File: src/rtl/cla_seq_wide_adder_pkg.sv
// Shared types and helpers for the sequential wide-operand CLA adder.
package cla_seq_wide_adder_pkg;

    typedef enum logic [1:0] {
        IDLE = 2'd0,
        ADD  = 2'd1,
        DONE = 2'd2
    } cla_seq_state_t;

    // Chunk index width; a single-chunk build still needs a 1-bit index.
    function automatic int idx_width(input int chunks);
        int w;
        w = $clog2(chunks);
        return (w < 1) ? 1 : w;
    endfunction

endpackage

File: src/rtl/carry_lookahead_adder.sv
// Parameterised combinational carry-lookahead adder slice.
module carry_lookahead_adder #(
    parameter int WIDTH = 4
) (
    input  logic [WIDTH-1:0] a_i,
    input  logic [WIDTH-1:0] b_i,
    input  logic             cin_i,
    output logic [WIDTH-1:0] sum_o,
    output logic             cout_o
);

    logic [WIDTH-1:0] gen;
    logic [WIDTH-1:0] prop;
    logic [WIDTH:0]   carry;
    logic             c_acc;
    logic             p_chain;

    assign gen  = a_i & b_i;
    assign prop = a_i ^ b_i;

    // Each carry is a flat sum of generate terms gated by the propagate chain above them.
    always_comb begin
        // NOTE: every variable gets a default before any conditional or loop so no latch is inferred.
        carry    = '0;
        c_acc    = 1'b0;
        p_chain  = 1'b1;
        carry[0] = cin_i;
        for (int i = 0; i < WIDTH; i++) begin
            c_acc   = 1'b0;
            p_chain = 1'b1;
            for (int j = i; j >= 0; j--) begin
                c_acc   = c_acc | (gen[j] & p_chain);
                p_chain = p_chain & prop[j];
            end
            carry[i+1] = c_acc | (p_chain & cin_i);
        end
    end

    assign sum_o  = prop ^ carry[WIDTH-1:0];
    assign cout_o = carry[WIDTH];

endmodule

File: src/rtl/cla_seq_wide_adder.sv
// Sequential wide adder: feeds one WIDTH-bit chunk per cycle, LSB first, through
// a single CLA slice with a registered inter-chunk carry, and reassembles the sum.
module cla_seq_wide_adder
    import cla_seq_wide_adder_pkg::*;
#(
    parameter int WIDTH  = 4,
    parameter int CHUNKS = 4
) (
    input  logic                    clk,
    input  logic                    rst_n,
    input  logic                    in_valid,
    output logic                    in_ready,
    input  logic [WIDTH*CHUNKS-1:0] in_a,
    input  logic [WIDTH*CHUNKS-1:0] in_b,
    input  logic                    in_cin,
    output logic                    out_valid,
    input  logic                    out_ready,
    output logic [WIDTH*CHUNKS-1:0] out_sum,
    output logic                    out_cout,
    output logic                    out_ovf,
    output logic                    busy
);

    localparam int N     = WIDTH * CHUNKS;
    localparam int IDX_W = idx_width(CHUNKS);
    localparam logic [IDX_W-1:0] IDX_LAST = IDX_W'(CHUNKS - 1);

    cla_seq_state_t   state_q, state_d;
    logic [IDX_W-1:0] idx_q, idx_d;
    logic             carry_q, carry_d;
    logic [N-1:0]     a_q, a_d;
    logic [N-1:0]     b_q, b_d;
    logic [N-1:0]     sum_q, sum_d;

    logic [WIDTH-1:0] slice_a;
    logic [WIDTH-1:0] slice_b;
    logic [WIDTH-1:0] slice_sum;
    logic             slice_cout;
    logic             in_hs;

    // In DONE a new operand set may enter in the same cycle the result leaves.
    assign in_ready  = (state_q == IDLE) || ((state_q == DONE) && out_ready);
    assign in_hs     = in_valid && in_ready;
    assign out_valid = (state_q == DONE);
    assign busy      = (state_q == ADD);
    assign out_sum   = sum_q;
    assign out_cout  = carry_q;
    assign out_ovf   = (a_q[N-1] & b_q[N-1] & ~sum_q[N-1]) |
                       (~a_q[N-1] & ~b_q[N-1] & sum_q[N-1]);

    assign slice_a = a_q[idx_q*WIDTH +: WIDTH];
    assign slice_b = b_q[idx_q*WIDTH +: WIDTH];

    carry_lookahead_adder #(
        .WIDTH (WIDTH)
    ) u_cla (
        .a_i    (slice_a),
        .b_i    (slice_b),
        .cin_i  (carry_q),
        .sum_o  (slice_sum),
        .cout_o (slice_cout)
    );

    // Next-state and datapath update for the IDLE/ADD/DONE sequencer.
    always_comb begin
        state_d = state_q;
        idx_d   = idx_q;
        carry_d = carry_q;
        a_d     = a_q;
        b_d     = b_q;
        sum_d   = sum_q;

        unique case (state_q)
            IDLE: ;
            ADD: begin
                sum_d[idx_q*WIDTH +: WIDTH] = slice_sum;
                carry_d                     = slice_cout;
                if (idx_q == IDX_LAST) begin
                    state_d = DONE;
                end else begin
                    idx_d = idx_q + 1'b1;
                end
            end
            DONE: begin
                if (out_ready) begin
                    state_d = IDLE;
                end
            end
            default: state_d = IDLE;
        endcase

        // An accepted operand set overrides the plain return to IDLE.
        if (in_hs) begin
            state_d = ADD;
            idx_d   = '0;
            carry_d = in_cin;
            a_d     = in_a;
            b_d     = in_b;
        end
    end

    // State and datapath registers with asynchronous clear.
    always_ff @(posedge clk or negedge rst_n) begin
        if (!rst_n) begin
            state_q <= IDLE;
            idx_q   <= '0;
            carry_q <= 1'b0;
            a_q     <= '0;
            b_q     <= '0;
            sum_q   <= '0;
        end else begin
            // NOTE: non-blocking assignments so every register samples pre-edge values.
            state_q <= state_d;
            idx_q   <= idx_d;
            carry_q <= carry_d;
            a_q     <= a_d;
            b_q     <= b_d;
            sum_q   <= sum_d;
        end
    end

endmodule
File: config.mk
export PLATFORM = sky130hd
export DESIGN_NAME = cla_seq_wide_adder
export DESIGN_NICKNAME = d
export VERILOG_FILES = /design/src/rtl/cla_seq_wide_adder_pkg.sv /design/src/rtl/carry_lookahead_adder.sv /design/src/rtl/cla_seq_wide_adder.sv
export SDC_FILE = /design/constraint.sdc
export NUM_CORES = 1
export LEC_CHECK = 0
export CORE_UTILIZATION = 45
export DETAILED_ROUTE_END_ITERATION = 7
export GPL_TIMING_DRIVEN = 0
export PLACE_DENSITY = 0.75
export SYNTH_ARGS = -nofsm -noshare
export SYNTH_HDL_FRONTEND = slang
export SYNTH_SLANG_ARGS = --single-unit
File: constraint.sdc
create_clock -name clk -period 2.4 [get_ports clk]
set_input_delay 0.48 -clock clk [delete_from_list [all_inputs] [get_ports clk]]
set_output_delay 0.48 -clock clk [all_outputs]
set_load 0.01 [all_outputs]
# Word-level counts from Yosys, hierarchy flattened
# Cells that the tools add are included.
# Widths: inputs -> output; s select.
[word_totals]
regBits = 53
latchBits = 0
mem_bits_rw = 0
romBits = 0
input_bits = 37
output_inout_bits = 21
elab_cells = 73
memories = 0
[op_classes]
n_addsub = 2
n_mul = 0
div_mod_pow = 0
magnitude_cmp = 0
n_eq_ne = 7
shift = 4
n_mux = 10
n_bitwise = 37
n_reduce_logical = 7
[ops]
columns = ["cell", "count"]
rows = [
  ["$neg 4->34", 1],
  ["$shift 4x34->16 const A", 1],
  ["$shiftx 4x34->16", 1],
  ["$shiftx 16x5->4", 2],
  ["$and 1x1->1", 20],
  ["$bwmux 16", 1],
  ["$mux 2", 6],
  ["$or 1x1->1", 11],
  ["$xor 4x4->4", 2],
  ["$ne 3x1->1 const B", 2],
  ["$pmux 2 s3", 1],
  ["$and 4x4->4", 1],
  ["$eq 2x2->1 const B", 2],
  ["$ne 2x2->1 const B", 2],
  ["$not 1->1", 3],
  ["$reduce_and 3->1", 1],
  ["$add 2x1->2 const B", 1],
  ["$eq 2x1->1 const B", 1],
  ["$logic_and 1x1->1", 2],
  ["$logic_not 2->1", 1],
  ["$mux 1", 2],
  ["$reduce_and 2->1", 1],
  ["$reduce_bool 2->1", 1],
  ["$logic_or 1x1->1", 1],
]

# Longest topological paths before layout
# Gate-level depths: netlist (run 1).
[depth]
depth_word = 9
depth_mapped = 7
ltp_nobuf = 6

# Cells and area by module
# Synthesis (run 1) repeated with hierarchy kept, for this count alone.
[unflattened]
cells_unflattened = 184
hier_area_um2 = 2667.6
[modules_own_cells]
columns = ["module", "n_inst", "cells_each", "area_each_um2", "seq_area_each_um2"]
rows = [
  ["cla_seq_wide_adder", 1, 167, 2519.9, 1326.3],
  ["carry_lookahead_adder", 1, 17, 147.6, 0.0],
]

# Worst setup path after synthesis (run 1)
# Ideal clock, no wire load.
[synth_path]
path_type = "register to register"
from = "register idx_q[0]"
to = "register sum_q[11] (netlist: out_sum[11])"
setup_ps = 136
t_arrival_ps = 2207
required_time_ps = 2264
slack_ps = 57
path_stages_with_launch = 8
n_path_buf = 1
period_less_slack_ps = 2343
path_cell_list = "dfrtp_1 -> buf_4 -> mux4_2 -> ha_1 -> o21ai_0 -> nor2_1 -> o311ai_2 -> o21ai_0"
[synth_via]
elab_chain_cells = 9
word_cells_on_any_way = 24
cone_classes = "1 x add/sub; 4 x shift; 1 x mux; 18 x bitwise"
[synth_lines]
columns = ["element", "line", "text"]
rows = [
  ["from (decl)", "cla_seq_wide_adder.sv:29", "logic [IDX_W-1:0] idx_q, idx_d;"],
  ["from (signal assigned)", "cla_seq_wide_adder.sv:114", "idx_q <= idx_d;"],
  ["$shiftx 16x5->4 (on tied branches)", "cla_seq_wide_adder.sv:51, cla_seq_wide_adder.sv:52", ""],
  ["$and 4x4->4 / $xor 4x4->4 (equally long branches)", "carry_lookahead_adder.sv:18, carry_lookahead_adder.sv:19", ""],
  ["$and 1x1->1 (on tied branches)", "carry_lookahead_adder.sv:32, carry_lookahead_adder.sv:33", ""],
  ["$or 1x1->1, or another cell as far along", "carry_lookahead_adder.sv:32", "c_acc = c_acc | (gen[j] & p_chain);"],
  ["$or 1x1->1 / $and 1x1->1 (equally long branches)", "carry_lookahead_adder.sv:32, carry_lookahead_adder.sv:35", ""],
  ["$or 1x1->1", "carry_lookahead_adder.sv:35", "carry[i+1] = c_acc | (p_chain & cin_i);"],
  ["$xor 4x4->4", "carry_lookahead_adder.sv:39", "assign sum_o = prop ^ carry[WIDTH-1:0];"],
  ["$shiftx 4x34->16", "cla_seq_wide_adder.sv:76", "sum_d[idx_q*WIDTH +: WIDTH] = slice_sum;"],
  ["$bwmux 16 *", "cla_seq_wide_adder.sv:76", ""],
  ["to (signal assigned)", "cla_seq_wide_adder.sv:118", "sum_q <= sum_d;"],
  ["to (decl)", "cla_seq_wide_adder.sv:33", "logic [N-1:0] sum_q, sum_d;"],
]
# Every way passes the cells marked *; elsewhere a longest branch is shown, timed or not.
# A chain may end at the register's enable or synchronous reset.

# Worst setup path after layout (run 1)
[layout_path]
from = "register idx_q[0]"
to = "register sum_q[15] (netlist: out_sum[15])"
# Same word-level chain as after synthesis.

==> key figures, run 1 <==
Synth
  • Synth top area share: 0.507
  • Main synth FF type: dfrtp_1
  • Top cells by area, synth: dfrtp_1 (51%), mux2_4 (15%), mux4_2 (6.9%)
  • Mapped Nets: 240
  • Biggest area consumer among synthesized cells: dfrtp_1
  • Synth Area in Compound Gates: 0.0766
  • EDFF count, synth: 0
  • Register area share after synthesis: 0.507
  • Synth Area in Adders: 0.0555
  • FF+latch count, synth: 53
  • Post-synth ARST share: 1.00
  • Mapped cell area: 2620 um^2
  • Post-synthesis xor/xnor area fraction: 0.00670
  • Most common cell in the netlist: dfrtp_1
  • Synth top cells by count: dfrtp_1 (53), mux2_4 (26), nand2_1 (24)
  • Mapped Cells: 192
  • Simple-gate portion of the synthesized area: 0.0689
  • Number of distinct library cells after synthesis: 33
  • Largest family of logic cells by synthesized area: multiplexers
  • Multiplexer share of the synthesized area: 0.244
  • Mean Syn Cell Area: 13.6 um^2
  • Number of synthesis warnings: 0

Critical path
  • CP bufs+invs: 1
  • Data arrival, critical path: 2510 ps
  • CP top delay family: compound AO/OA/AOI/OAI gates
  • Startpoint Class: flop
  • CP Cell Sequence: buf_6 -> mux4_2 -> ha_4 -> a211oi_4 -> nor2_4 -> o311ai_4 -> o21ai_0
  • Critical path required time: 2580 ps
  • Kind of critical path: flop to flop
  • CP max stage delay: 550 ps
  • CP Capture Type: flop
  • Critical Path Fanout Max: 4
  • Slowest-stage cell, CP: mux4_2

Final layout
  • Layout fillers: 472
  • Diode count: 0
  • NumNets Final: 310
  • Layout cells sized above 1: 0.267
  • Area growth syn-to-layout: 33.9%
  • Final instance area: 3500 um^2

Floorplanning
  • Die Wd: 78.2 um
  • # rows: 27
  • IO Pins: 58
  • Die area: 6120 um^2
  • Chip height: 78.2 um
  • Initial core utilization: 0.472
  • Placeable Area: 5540 um^2

Timing
  • Slew headroom: 0.680
  • RSZ-0062 raised after global routing: yes
  • Final setup viols: 0
  • Period utilization: 0.973
  • Final hold vios: 0
  • Crit path time final: 2330 ps
  • Setup Skew: 7.08 ps
  • Fmax: 428 MHz
  • Hold_ws: 124 ps
  • Max Slew Vio Count: 0
  • Worst Tran Pin Value: 480 ps

Drt
  • Drt via density: 5.19
  • Routed length per instance: 15.6 um
  • Drt initial violations: 84
  • DR pass1 iterations: 4
  • DR vias: 1,735
  • WL final: 5.22 mm
  • DRC errors left: 0
  • Detail Route Antenna Nets: 0

Global routing
  • First-pass GRT wire length: 9.08 mm
  • Largest net degree at the start of global routing: 34
  • Vias in the first global route: 1,875
  • Initial antenna violation count: 0
  • Gr ovfl total: 0
  • GR Util All Layers: 0.194

Placed design
  • Dpl cell area: 3290 um^2
  • Gpl congestion: 0.750
  • PortBufs: 57
  • DP HPWL: 3.85 mm

Clocking
  • Clock net sink count: 53
  • Clock Latency Late Sink: 300 ps
  • CTS tree: built
  • Max clock buf depth: 2
  • H-tree levels: 2
  • Clock root buffer: clkbuf_8
  • Register clock-pin slew on the reported worst setup and hold paths: 90 ps
  • Number of CTS-inserted buffers: 5

Job
  • Max Cap Violations: 0

Power and ir drop
  • P_leak: 1.52 nW
  • Pwr Density: 1520 nW/um^2
  • Peak VDD IR: 904 uV

Worst hold path
  • Hold Path Class: primary input to asynchronous set/reset pin

Run status
  • Run status: finished clean
-- where the power goes --
group	internal (W)	leakage (nW)	total [W]	switching (W)
logic	0.00176	0.815	0.00325	0.00149
registers	0.00129	0.657	0.00155	0.000259
clock network	0.000230	0.0443	0.000509	0.000280
total	0.00328	1.52	0.00531	0.00203
-- layout make-up --
| type | count | area (um^2) | share of cell area |
|---|---|---|---|
| inverters | 8 | 30.0 | 0.00858 |
| multi-input cells | 125 | 1240 | 0.356 |
| plain buffers | 6 | 91.3 | 0.0261 |
| flip-flops and latches | 53 | 1330 | 0.379 |
| clock buffers | 7 | 86.3 | 0.0247 |
| repair buffers | 63 | 631 | 0.180 |
| well taps | 72 | 90.1 | 0.0257 |
-- flip-flops by register name (all words and copies together) (netlist names) --
name	flops
state_q	2
out_sum	16
a_q	16
out_cout	1
b_q	16
idx_q	2
-- kinds of logic after synthesis --
family,Yosys count
AOI/OAI and AO/OA,31
xor gates and xnor gates,2
adders and majority gates,11
buffers and inverters,14
DFF,53
muxes,40
and+or+nand+nor,41
-- metrics by stage --
stage          instances  setup WS [ps]   util  TNS, ps  total power [W]
2_1_floorplan        192           56.8      -        0          0.00338
3_3_place_gp         321           -704  0.591   -40140          0.00416
3_5_place_dp         322           -445  0.594    -2910          0.00422
4_1_cts              331          -24.7  0.622    -24.7          0.00508
5_1_grt              334          -12.5  0.632    -24.2          0.00571
6_report             334           65.8  0.632        0          0.00531
-- layout by cell type, fill, tap and decap left out, types with 6 or more instances in the layout --
master,n
mux2_2,6
ha_1,8
nor2_1,6
mux2_4,26
clkdlybuf4s50_1,56
dfrtp_1,52
nand2_1,24
o21ai_0,13
clkbuf_8,6
inv_1,7
mux4_2,8
-- metal layers --
| layer | share of wire | vias to the layer above | track usage |
|---|---|---|---|
| li1 | - | 824 | - |
| met1 | 0.45 | 862 | 0.263 |
| met2 | 0.50 | 44 | 0.325 |
| met3 | 0.035 | 5 | 0.0384 |
| met4 | 0.0084 | 0 | 0.0389 |
| met5 | 0 | - | 0 |
-- what timing repair did --
item	4_1_cts	5_1_grt
hold buffers	0	0
resized for setup	13	8
buffers inserted	2	3
pin swaps	2	4
gates cloned	0	0
setup endpoints to repair	13	4
-- final timing paths --
path	slack (ps)	depth (start not counted)	end	startpoint
setup / recovery	70	7	out_sum[15]	idx_q[0]
setup reg to reg	70	7	out_sum[15]	idx_q[0]
min in group clk	490	2	out_sum[8]	out_sum[8]
max in group asynchronous	1730	2	idx_q[0]	rst_n
hold reg to reg	490	2	out_sum[8]	out_sum[8]
hold / removal	120	1	b_q[11]	rst_n
-- worst reg2reg max path, delay by kind of cell (launching register included) --
family / cells / cell delay (ps)
AOI/OAI and AO/OA: 3 / 740
adders and majority gates: 1 / 280
buffers and inverters: 1 / 140
DFF: 1 / 450
muxes: 1 / 550
and+or+nand+nor: 1 / 70
(Power assumes the default switching activity.)
==> run 2: changes to the inputs <==
--- a/config.mk
+++ b/config.mk
@@ -9,6 +9,7 @@
 export DETAILED_ROUTE_END_ITERATION = 7
 export GPL_TIMING_DRIVEN = 0
 export PLACE_DENSITY = 0.75
+export REMOVE_ABC_BUFFERS = 1
 export SYNTH_ARGS = -nofsm -noshare
 export SYNTH_HDL_FRONTEND = slang
 export SYNTH_SLANG_ARGS = --single-unit
==> run 2 against run 1 <==
Net effect: clock power up 21%; critical path type unchanged; clock-buffer cell count down 2; largest cell class unchanged; sequential cell count unchanged.
==> key figures, run 2 (synthesis gave the netlist of run 1 again) <==
Timing
  • Setup Skew: 9.44 ps (+2.36 ps)
  • Max Slew Vio Count: 0 (unchanged)
  • Worst Tran Pin Value: 603 ps (+123 ps)
  • Fmax: 429 MHz (+0.16%)
  • Period utilization: 0.971 (-0.00157)
  • Slew headroom: 0.598 (-0.0820)
  • Final hold vios: 0 (unchanged)
  • Hold_ws: 153 ps (+29.1 ps)
  • Crit path time final: 2330 ps (-3.78 ps)
  • Final setup viols: 0 (unchanged)

Clocking
  • CTS tree: built
  • Number of CTS-inserted buffers: 5 (unchanged)
  • Max clock buf depth: 2 (unchanged)
  • Register clock-pin slew on the reported worst setup and hold paths: 100 ps (about the same)
  • Clock net sink count: 53 (unchanged)
  • Clock Latency Late Sink: 310 ps (about the same)
  • Clock root buffer: clkbuf_8
  • H-tree levels: 2 (unchanged)

Placed design
  • Inst Count DP: 316 (-1.9%)
  • Gpl congestion: 0.762 (+1.6%)
  • DP HPWL: 3.66 mm (-4.9%)
  • PortBufs: 57 (unchanged)

Final layout
  • Non-filler cells, final: 326 (-2.4%)
  • Commonest non-fill, non-tap cell in the layout: clkdlybuf4s50_1
  • Commonest cells after routing, fill and taps aside: clkdlybuf4s50_1 (56), dfrtp_1 (51), mux2_4 (26), nand2_1 (24), o21ai_0 (13)
  • Layout fillers: 474 (+0.42%)
  • Layout cells sized above 1: 0.244 (-0.0231)
  • NumNets Final: 301 (-2.9%)
  • Area growth syn-to-layout: 29.9%
  • Diode count: 0 (unchanged)

Worst hold path
  • Hold Path Class: primary input to asynchronous set/reset pin

Global routing
  • Initial antenna violation count: 0 (unchanged)
  • Largest net degree at the start of global routing: 37 (+8.8%)
  • Vias in the first global route: 1,804 (-3.8%)
  • First-pass GRT wire length: 8.54 mm (-6.0%)
  • Gr ovfl total: 0 (unchanged)
  • GR Util All Layers: 0.183 (-0.0114)

Floorplanning
  • IO Pins: 58 (unchanged)
  • Placeable Area: 5540 um^2 (unchanged)
  • Die Wd: 78.2 um (unchanged)
  • Initial core utilization: 0.472 (unchanged)
  • # rows: 27 (unchanged)
  • Chip height: 78.2 um (unchanged)
  • Die area: 6120 um^2 (unchanged)

Critical path
  • Critical Path Fanout Max: 6 (+2)
  • Critical path required time: 2600 ps (+20 ps)
  • Kind of critical path: flop to flop
  • CP Capture Type: flop
  • Startpoint Class: flop
  • Data arrival, critical path: 2530 ps (+20 ps)

Power and ir drop
  • P_leak: 1.47 nW (-3.4%)
  • Peak VDD IR: 605 uV (-33%)
  • Pwr Density: 1480 nW/um^2 (-2.1%)

Drt
  • Drt via density: 5.25 (+1.2%)
  • Routed length per instance: 15.3 um (-2.1%)
  • WL final: 4.99 mm (-4.4%)
  • Detail Route Antenna Nets: 0 (unchanged)
  • DR vias: 1,713 (-1.3%)
  • Drt initial violations: 100 (+19%)
  • DR pass1 iterations: 4 (unchanged)
  • DRC errors left: 0 (unchanged)

Run status
  • Run status: finished clean

Job
  • Max Cap Violations: 0 (unchanged)
## run 2: worst paths after layout
check | from | end | slack (ps) | depth (start not counted)
worst max register to register | idx_q[0] | out_sum[3] | 70 | 7
min in group clk | out_sum[9] | out_sum[9] | 490 | 2
worst min-delay path | rst_n | a_q[7] | 150 | 1
worst max-delay path | idx_q[0] | out_sum[3] | 70 | 7
worst min register to register | out_sum[9] | out_sum[9] | 490 | 2
max in group asynchronous | rst_n | idx_q[0] | 1670 | 2
## run 2: per-layer routing
| metal | vias to the layer above | routed length [um] | track usage |
|---|---|---|---|
| li1 | 803 | - | - |
| met1 | 841 | 2190 | 0.239 |
| met2 | 56 | 2440 | 0.300 |
| met3 | 13 | 246 | 0.0337 |
| met4 | 0 | 111 | 0.0741 |
| met5 | - | 0 | 0 |
## run 2: report_power, final
part	total (W)	switching, W	internal, W	leakage, nW
registers	0.00160	0.000304	0.00130	0.655
clock network	0.000617	0.000305	0.000312	0.0543
logic	0.00282	0.00134	0.00148	0.755
## run 2: critical path, stage by stage, from the launching register on
cell and delay, ps:
dfrtp_4 550, buf_12 150, mux4_2 420, ha_1 380, o21ai_1 120, nor2_2 100, o311ai_4 370, o21ai_1 130
## run 2: area by class of cell
cell class / count / area [um^2] / share of cell area
clock buffer: 5 / 68.8 / 0.0203
clock inverter: 3 / 46.3 / 0.0136
inverter: 8 / 30.0 / 0.00884
multi-input combinational: 125 / 1220 / 0.358
sequential: 53 / 1330 / 0.392
tap: 72 / 90.1 / 0.0265
timing repair buffer: 60 / 613 / 0.181
## run 2: through the flow
| stage | cell area, um^2 | total power [W] | TNS, ps | worst slack (ps) | utilization |
|---|---|---|---|---|---|
| 4_1_cts | 3360 | 0.00491 | -14.2 | -14.2 | 0.606 |
| 5_1_grt | 3400 | 0.00539 | -10.9 | -9.38 | 0.613 |
| 3_3_place_gp | 3200 | 0.00403 | -37850 | -645 | 0.577 |
| 3_5_place_dp | 3210 | 0.00412 | -4390 | -570 | 0.580 |
| 2_1_floorplan | 2540 | 0.00329 | -426 | -77.2 | - |
| 6_report | 3400 | 0.00504 | 0 | 69.5 | 0.613 |
## run 2: timing repair
item | CTS | global route
setup buffers | 1 | 1
setup endpoints to repair | 13 | 4
resized for setup | 5 | 7
hold buffers | 0 | 0
pin swaps | 0 | 1
